File: src/rtl/nes_bus_pkg.sv
// Shared types and defaults for the NES CPU-bus DMA arbitration blocks.
package nes_bus_pkg;

  typedef enum logic {
    ARB_CPU,
    ARB_MST
  } arb_state_e;

  localparam int NES_AW = 16;
  localparam int NES_DW = 8;

  // Internal RAM: a dummy read here has no side effects on any device.
  localparam logic [15:0] NES_IDLE_ADDR = 16'h0000;

endpackage

File: src/rtl/nes_arb_pick.sv
// Combinational winner selection for the DMA arbiter.
// NES_DMA_ARB_RR_EN selects round-robin after ptr; otherwise lowest index wins.
module nes_arb_pick #(
  parameter int N_MST = 2,
  parameter int IW    = 1
) (
  input  logic [N_MST-1:0] req,
  input  logic [IW-1:0]    ptr,
  output logic [N_MST-1:0] win_oh,
  output logic [IW-1:0]    win_idx
);

`ifdef NES_DMA_ARB_RR_EN
  always_comb begin
    logic          found;
    logic [IW-1:0] j;
    found   = 1'b0;
    win_idx = '0;
    j       = '0;
    // Scan starts one past the last-granted index and wraps.
    for (int i = 1; i <= N_MST; i++) begin
      j = IW'((int'(ptr) + i) % N_MST);
      if (!found && req[j]) begin
        found   = 1'b1;
        win_idx = j;
      end
    end
    win_oh = '0;
    if (found) win_oh[win_idx] = 1'b1;
  end
`else
  always_comb begin
    logic [IW-1:0] j;
    win_idx = '0;
    j       = '0;
    for (int i = N_MST - 1; i >= 0; i--) begin
      j = IW'(i);
      if (req[j]) win_idx = j;
    end
    win_oh = '0;
    if (|req) win_oh[win_idx] = 1'b1;
  end

  logic unused_ptr;
  assign unused_ptr = ^ptr;
`endif

endmodule

File: src/rtl/nes_dma_arbiter.sv
// CPU-bus master arbiter: halts the 6502 and grants the bus to one of N_MST DMA masters.
// Build macro NES_DMA_ARB_RR_EN enables round-robin selection (default: fixed priority).
//
// state   | meaning
// ARB_CPU | CPU owns the bus; masters wait for a CPU read cycle
// ARB_MST | master cur owns the bus; CPU paused
module nes_dma_arbiter
  import nes_bus_pkg::*;
#(
  parameter int            N_MST     = 2,
  parameter int            AW        = NES_AW,
  parameter int            DW        = NES_DW,
  parameter int            HOLD_MAX  = 0,
  parameter logic [AW-1:0] IDLE_ADDR = AW'(NES_IDLE_ADDR)
) (
  input  logic                i_clk,
  input  logic                i_rst,
  input  logic [AW-1:0]       i_cpu_addr,
  input  logic                i_cpu_r_wn,
  input  logic [DW-1:0]       i_cpu_wdata,
  output logic [DW-1:0]       o_cpu_rdata,
  output logic                o_cpu_pause,
  input  logic [N_MST-1:0]    i_m_req,
  output logic [N_MST-1:0]    o_m_gnt,
  input  logic [N_MST*AW-1:0] i_m_addr,
  input  logic [N_MST-1:0]    i_m_wn,
  input  logic [N_MST*DW-1:0] i_m_wdata,
  output logic [DW-1:0]       o_m_rdata,
  output logic [N_MST-1:0]    o_m_rvalid,
  output logic [AW-1:0]       o_bus_addr,
  output logic [DW-1:0]       o_bus_wdata,
  output logic                o_bus_wn,
  input  logic [DW-1:0]       i_bus_rdata
);

  localparam int IW       = (N_MST > 1) ? $clog2(N_MST) : 1;
  localparam int HOLD_TOP = (HOLD_MAX > 0) ? HOLD_MAX - 1 : 0;
  localparam int HW       = (HOLD_TOP > 0) ? $clog2(HOLD_TOP + 1) : 1;

  arb_state_e       state_q;
  logic [IW-1:0]    cur_q;
  logic [N_MST-1:0] gnt_q;
  logic [HW-1:0]    hold_q;

  logic [N_MST-1:0] pick_req;
  logic [N_MST-1:0] win_oh;
  logic [IW-1:0]    win_idx;
  logic [IW-1:0]    ptr;
  logic             others;
  logic             cur_req;
  logic             cur_wn;
  logic             hold_hit;
  logic             release_now;
  logic             grant_load;

  // gnt_q is zero in ARB_CPU, so this masks out only the current owner.
  assign pick_req    = i_m_req & ~gnt_q;
  assign others      = |pick_req;
  assign cur_req     = i_m_req[cur_q];
  assign cur_wn      = i_m_wn[cur_q];
  assign hold_hit    = (HOLD_MAX != 0) && (hold_q == HW'(HOLD_TOP));
  assign release_now = !cur_req || (hold_hit && others);
  assign grant_load  = others && (((state_q == ARB_CPU) && i_cpu_r_wn) ||
                                  ((state_q == ARB_MST) && release_now));

  nes_arb_pick #(
    .N_MST (N_MST),
    .IW    (IW)
  ) u_pick (
    .req     (pick_req),
    .ptr     (ptr),
    .win_oh  (win_oh),
    .win_idx (win_idx)
  );

`ifdef NES_DMA_ARB_RR_EN
  logic [IW-1:0] ptr_q;

  always_ff @(posedge i_clk or posedge i_rst) begin
    if (i_rst)           ptr_q <= IW'(N_MST - 1);
    else if (grant_load) ptr_q <= win_idx;
  end

  assign ptr = ptr_q;
`else
  assign ptr = '0;
`endif

  always_ff @(posedge i_clk or posedge i_rst) begin
    if (i_rst) begin
      state_q     <= ARB_CPU;
      cur_q       <= '0;
      gnt_q       <= '0;
      o_cpu_pause <= 1'b0;
      hold_q      <= '0;
    end else begin
      case (state_q)
        ARB_CPU: begin
          if (grant_load) begin
            state_q     <= ARB_MST;
            cur_q       <= win_idx;
            gnt_q       <= win_oh;
            o_cpu_pause <= 1'b1;
            hold_q      <= '0;
          end
        end
        ARB_MST: begin
          if (grant_load) begin
            // Direct handoff: pause stays high, no CPU cycle in between.
            cur_q  <= win_idx;
            gnt_q  <= win_oh;
            hold_q <= '0;
          end else if (release_now) begin
            state_q     <= ARB_CPU;
            gnt_q       <= '0;
            o_cpu_pause <= 1'b0;
            hold_q      <= '0;
          end else if ((HOLD_MAX != 0) && !hold_hit) begin
            hold_q <= hold_q + 1'b1;
          end
        end
        default: state_q <= ARB_CPU;
      endcase
    end
  end

  always_ff @(posedge i_clk or posedge i_rst) begin
    if (i_rst) begin
      o_m_rdata  <= '0;
      o_m_rvalid <= '0;
    end else if ((state_q == ARB_MST) && cur_req && cur_wn) begin
      o_m_rdata  <= i_bus_rdata;
      o_m_rvalid <= gnt_q;
    end else begin
      o_m_rvalid <= '0;
    end
  end

  always_comb begin
    o_bus_addr  = i_cpu_addr;
    o_bus_wdata = i_cpu_wdata;
    o_bus_wn    = i_cpu_r_wn;
    if (state_q == ARB_MST) begin
      if (cur_req) begin
        o_bus_addr  = i_m_addr[int'(cur_q)*AW +: AW];
        o_bus_wdata = i_m_wdata[int'(cur_q)*DW +: DW];
        o_bus_wn    = cur_wn;
      end else begin
        o_bus_addr  = IDLE_ADDR;
        o_bus_wdata = '0;
        o_bus_wn    = 1'b1;
      end
    end
  end

  assign o_m_gnt     = gnt_q;
  assign o_cpu_rdata = i_bus_rdata;

endmodule

File: config.mk
export PLATFORM = sky130hd
export DESIGN_NAME = nes_dma_arbiter
export DESIGN_NICKNAME = d
export VERILOG_FILES = /design/src/rtl/nes_bus_pkg.sv /design/src/rtl/nes_arb_pick.sv /design/src/rtl/nes_dma_arbiter.sv
export SDC_FILE = /design/constraint.sdc
export NUM_CORES = 1
export LEC_CHECK = 0
export ABC_AREA = 0
export CAP_MARGIN = 20
export CELL_PAD_IN_SITES_DETAIL_PLACEMENT = 0
export CELL_PAD_IN_SITES_GLOBAL_PLACEMENT = 1
export CORE_ASPECT_RATIO = 0.7
export CORE_MARGIN = 3
export CORE_UTILIZATION = 20
export CTS_CLUSTER_SIZE = 20
export DETAILED_ROUTE_END_ITERATION = 6
export PLACE_DENSITY_LB_ADDON = 0.05
export REMOVE_ABC_BUFFERS = 1
export SKIP_LAST_GASP = 1
export SYNTH_ARGS = -nofsm -noshare
export SYNTH_HDL_FRONTEND = slang
export SYNTH_SLANG_ARGS = --single-unit
File: constraint.sdc
create_clock -name i_clk -period 4.95 [get_ports i_clk]
set_clock_uncertainty 0.05 [all_clocks]
set_input_delay 0.7425 -clock i_clk [delete_from_list [all_inputs] [get_ports i_clk]]
set_output_delay 0.7425 -clock i_clk [all_outputs]
set_load 0.01 [all_outputs]
# Word level (Yosys, flattened, before mapping)
# Cells that the tools add are included.
totals:
  regBits: 15
  input_bits: 87
  output_inout_bits: 46
  elab_cells: 58
classes:
  order_cmp: 3
  n_eq_ne: 4
  n_shift: 2
  n_mux: 29
  bitwise_logic: 3
  reduce_logical: 11
ops:
  columns: ["op", "count"]
  rows:
  - ["$mux W16", 2]
  - ["$shiftx A32 B6 Y16", 1]
  - ["$mux W1", 16]
  - ["$mux W8", 2]
  - ["$shiftx A16 B5 Y8", 1]
  - ["$mux W2", 5]
  - ["$logic_and A1 B1 Y1", 6]
  - ["$ne A2 B2 Y1 const B", 3]
  - ["$lt A1 B2 Y1 const B", 2]
  - ["$pmux W1 S2", 2]
  - ["$pmux W2 S2", 1]
  - ["$ne A3 B2 Y1 const B", 1]
  - ["$reduce_and A3 Y1", 1]
  - ["$and A2 B2 Y2", 1]
  - ["$not A2 Y2", 1]
  - ["$reduce_and A2 Y1", 1]
  - ["$reduce_or A2 Y1", 1]
  - ["$demux W1 S1", 1]
  - ["$ge A1 B1 Y1 const B", 1]
  - ["$logic_not A1 Y1", 1]
  - ["$logic_or A1 B1 Y1", 1]
  - ["$not A1 Y1", 1]

# Longest topological paths before layout
depth:
  ltp_word: 11
  depth_mapped: 8

# Hierarchy
# Synthesis repeated with hierarchy kept, for this count alone.
unflattened:
  cells_unflattened: 123
  hier_area_um2: 1261.2
by_module_without_submodules:
  columns: ["mod", "instances", "cells_each", "area_each_um2", "seq_area_each_um2"]
  rows:
  - ["nes_dma_arbiter", 1, 120, 1243.7, 375.4]
  - ["nes_arb_pick", 1, 3, 17.5, 0.0]

# Worst setup path before layout
# No wires, ideal clock.
synth_path:
  kind: "input-to-output"
  start: "in i_m_req[1]"
  end: "out o_bus_addr[0]"
  t_arrival_ns: 1.441
  path_slack_ns: 2.716
  stages: 4
  path_buffers: 1
  path_cell_list: "mux2_2 -> nand2_2 -> buf_4 -> o2bb2ai_1"
synth_between:
  elab_chain_len: 4
synth_rtl:
  columns: ["item", "line", "source"]
  rows:
  - ["from (decl)", "nes_dma_arbiter.sv:23", "input logic [N_MST-1:0] i_m_req,"]
  - ["$mux W1 (implied by the code) (2 in a row)", "nes_dma_arbiter.sv:59", "assign cur_req = i_m_req[cur_q];"]
  - ["$mux W16", "nes_dma_arbiter.sv:144", "if (cur_req) begin"]
  - ["$mux W16", "nes_dma_arbiter.sv:143", "if (state_q == ARB_MST) begin"]
  - ["to (decl)", "nes_dma_arbiter.sv:30", "output logic [AW-1:0] o_bus_addr,"]
# Every way passes these cells. The select of a mux whose other input is x is not followed.

# Worst setup path in the final report
layout_path:
  start: "in i_m_req[1]"
  end: "out o_bus_addr[4]"
# Same word-level chain as after synthesis.

==> run summary <==
The floorplan die area is between 0.007 and 0.008 mm2. The Yosys step of the flow raised 0 warnings. The flow ran to the end, and the final reports show no timing, DRC or antenna violations. The cts-stage hold buffer count came out at 0. In this run the core area contains 23 standard-cell rows.

The later pin in the worst-skew pair is clocked with a latency of 0.24 ns. The signed area change from the synthesized netlist to the final layout came out at 108%. The number of nets at the end of the flow is around 330. The number of enable-type register cells in the synthesized netlist is 0. Across all register-to-register paths, the minimum setup slack is 2.51 ns. IR analysis of the VDD net gives a maximum drop of 0.159 mV.

Yosys instantiated no cell more often than sky130_fd_sc_hd__mux2i_1. The routed length per instance is roughly 15 um. CTS built an H-tree with a depth of 1. The first global-routing pass estimated 7.51 mm of wire. The core box area is approximately 0.0059 mm2.

For this run, the top clock speed supported by timing is about 0.28 GHz. The sequential standard cell area is roughly 380 um2. The tool flagged a number of max-cap violations equal to 0.

The worst-case headroom to the max-slew limit is a little under half. Among all flip-flop cells after synthesis, the most frequent one is sky130_fd_sc_hd__dfrtp_1. The half-perimeter wire length after detailed placement is between 3 and 4 mm. The residual DRC count is 0. The number of gates resized after cts is 0.

The largest total area in the synthesized netlist belongs to sky130_fd_sc_hd__dfrtp_1. In the post-synthesis netlist, the biggest area contributors are sky130_fd_sc_hd__dfrtp_1, sky130_fd_sc_hd__mux2i_1, sky130_fd_sc_hd__o2bb2ai_1, sky130_fd_sc_hd__mux2_2, sky130_fd_sc_hd__buf_4. The xor and xnor fraction of the mapped netlist area is 0%.

The congestion estimate from routability-driven global placement came to approximately 0.75. The effective utilization at floorplan came out at about a fifth. STA classifies the critical path startpoint as an input port. The adder-cell share of the synthesized area is less than 1%. The clock slew seen by the registers of the worst setup and hold paths is 0.06 ns. The count of unique library cells instantiated by Yosys came out at 25.

The count of clock tree sinks came out at 15. The worst endpoint required time came out at around 4.2 ns. The overall die width is 101 um. Setup repair after global routing left no endpoint under its margin. By area, the combinational part of the netlist is dominated by multiplexers. The commonest cells after synthesis are sky130_fd_sc_hd__mux2i_1, sky130_fd_sc_hd__o2bb2ai_1, sky130_fd_sc_hd__dfrtp_1, sky130_fd_sc_hd__buf_4, sky130_fd_sc_hd__mux2_2.

The static leakage power came out at 1.01 nW. The boundary pin count came out at between 100 and 150. The cell count after synthesis came out at approximately 120.

Of the synthesized area, sequential elements account for between 20% and 30%. TritonCTS built the clock tree. The violation count after the first detailed-routing iteration is 31.

The share of layout cells above drive strength 1 came out at under 10%. For this block, the via count after detailed routing is between 1,000 and 1,500. The setup-violating endpoint count in the final report is 0.

Counting the buffers created by CTS gives 3. Global routing consumed, over all layers together, 12.6% of the routing resources. The area share of the largest cell type after synthesis is between 20% and 30%. The post-route clock period utilization came out at between 70 and 80%.

The antenna diode count is 0. At the pin with the least slew margin, the transition time is 0.808 ns. The number of input and output port buffers inserted came out at approximately 130.

The clock period minus final worst setup slack is 3.55 ns. The count of final max-slew check failures came out at 0. Measured along the y axis, the die boundary spans 72.3 um. The number of iterations in the first detailed-routing pass is 4. The via count of the first global-routing pass is around 1,500. The total congestion overflow after global routing is 0. The total design power came out at ~1.2 mW.

The post-synth design cell area came out at between 0.001 and 0.0015 mm2. The kind of end point of the critical path is an output port. The total negative slack is 0 ns. The vias per cell is about 4.4. The number of synthesized register bits came out at 15. The routed wire length is between 4 and 5 mm. In this run the post-CTS setup repair buffer count came out at 0. The number of endpoints with negative hold slack in the final report came out at 0.

The share of synthesized area spent on multiplexers came out at 28.9%. The power per standard cell area came out at around 450 mW/mm2. The share of async-settable or async-resettable flops after synthesis is between 90% and 100%. The biggest fanout along the worst timing path came out at 27. The area fraction in compound gates after synthesis is about 22%. The maximum number of pins on one net before global-route repair is 31. The remaining antenna violation count after routing is 0. The filler cell count in the final layout came out at 570.

By startpoint and endpoint, the worst setup path is classified as input port to output port. The root buffer cell chosen for the clock tree is sky130_fd_sc_hd__clkbuf_8. After Yosys synthesis, and, or, nand and nor cells account for about 8% of the synthesized area. The class of the worst hold path is flop to flop. For the worst setup path, the data arrival time is about 2.8 ns. After synthesis, the mean cell area works out to about 10 um2.

In the final layout, the multi-input gates occupy about 760 um2. The core occupancy in the finished layout is roughly 44%. The number of antenna violations at the first check in global routing is 0.

The longest clock path from root to sink contains 2 buffers.
-- final timing paths --
check                                           end                      from  cells past startpoint
max                                   o_bus_addr[4]                i_m_req[1]                      5
max reg2reg                  o_m_gnt[1]$_DFFE_PP0P_         state_q$_DFF_PP0_                      4
max in group asynchronous  o_m_rdata[3]$_DFFE_PP0N_                     i_rst                      2
min in group asynchronous  o_m_rdata[5]$_DFFE_PP0N_                     i_rst                      2
min reg2reg                o_m_rdata[2]$_DFFE_PP0N_  o_m_rdata[2]$_DFFE_PP0N_                      1
min                        o_m_rdata[2]$_DFFE_PP0N_  o_m_rdata[2]$_DFFE_PP0N_                      1
-- area by class of cell --
type	count	share of cell area, %
repair buffers	133	50.9
well taps	75	3.59
multi-input cells	88	29.0
clock buffers	4	1.72
flip-flops and latches	15	14.4
inverters	3	0.431
-- layer usage --
metal  GRT usage, %  vias up  part of all wire [%]
li1               -      696                     -
met1           16.1      648                    41
met2           21.6       60                    50
met3           3.65        2                   8.2
met4           1.79        0                  0.40
met5              0        -                     0
-- sequential cells by signal (all words and copies together), names as in the netlist --
register,count
o_m_rdata,8
o_m_gnt,2
o_m_rvalid,2
cur_q,1
o_cpu_pause,1
state_q,1
-- cell families after synthesis --
| logic type | count (synthesis) |
|---|---|
| and+or+nand+nor | 19 |
| muxes | 35 |
| adders and majority gates | 1 |
| AOI/OAI and AO/OA | 33 |
| DFF | 15 |
| buffers and inverters | 19 |
-- worst max-delay path: stages --
cell and delay (ns):
sky130_fd_sc_hd__clkdlybuf4s50_1 0.56, sky130_fd_sc_hd__mux2_2 0.24, sky130_fd_sc_hd__nand2_2 0.32, sky130_fd_sc_hd__o2bb2ai_1 0.31
sky130_fd_sc_hd__clkdlybuf4s50_1 0.58
-- power by group --
part	leakage [nW]	total, mW	switching, mW	internal, mW
clock	0.0228	0.0978	0.0409	0.0569
combinational	0.807	0.856	0.369	0.487
sequential	0.182	0.218	0.0406	0.178
-- placed cells by master, fill, tap and decap left out, types with 2 or more instances in the layout --
| cell type | count |
|---|---|
| sky130_fd_sc_hd__dfrtp_1 | 15 |
| sky130_fd_sc_hd__clkdlybuf4s50_1 | 132 |
| sky130_fd_sc_hd__nand2b_1 | 2 |
| sky130_fd_sc_hd__and2_1 | 2 |
| sky130_fd_sc_hd__a31oi_1 | 2 |
| sky130_fd_sc_hd__o2bb2ai_1 | 24 |
| sky130_fd_sc_hd__o21ai_0 | 2 |
| sky130_fd_sc_hd__mux2i_1 | 25 |
| sky130_fd_sc_hd__inv_1 | 2 |
| sky130_fd_sc_hd__mux2_2 | 10 |
| sky130_fd_sc_hd__nor2b_1 | 4 |
| sky130_fd_sc_hd__nand2_1 | 6 |
| sky130_fd_sc_hd__clkbuf_8 | 3 |
-- per-stage QoR --
stage	instances	hold slack (ns)	area [um2]	setup WS, ns
after global routing	318	0.483	2610	1.27
final	318	0.461	2610	1.40
after detailed placement	314	0.449	2570	1.41
after global placement	314	0.440	2570	1.52
after floorplan	106	0.494	1140	2.17
after CTS	318	0.463	2610	1.39
(Power assumes the default switching activity.)
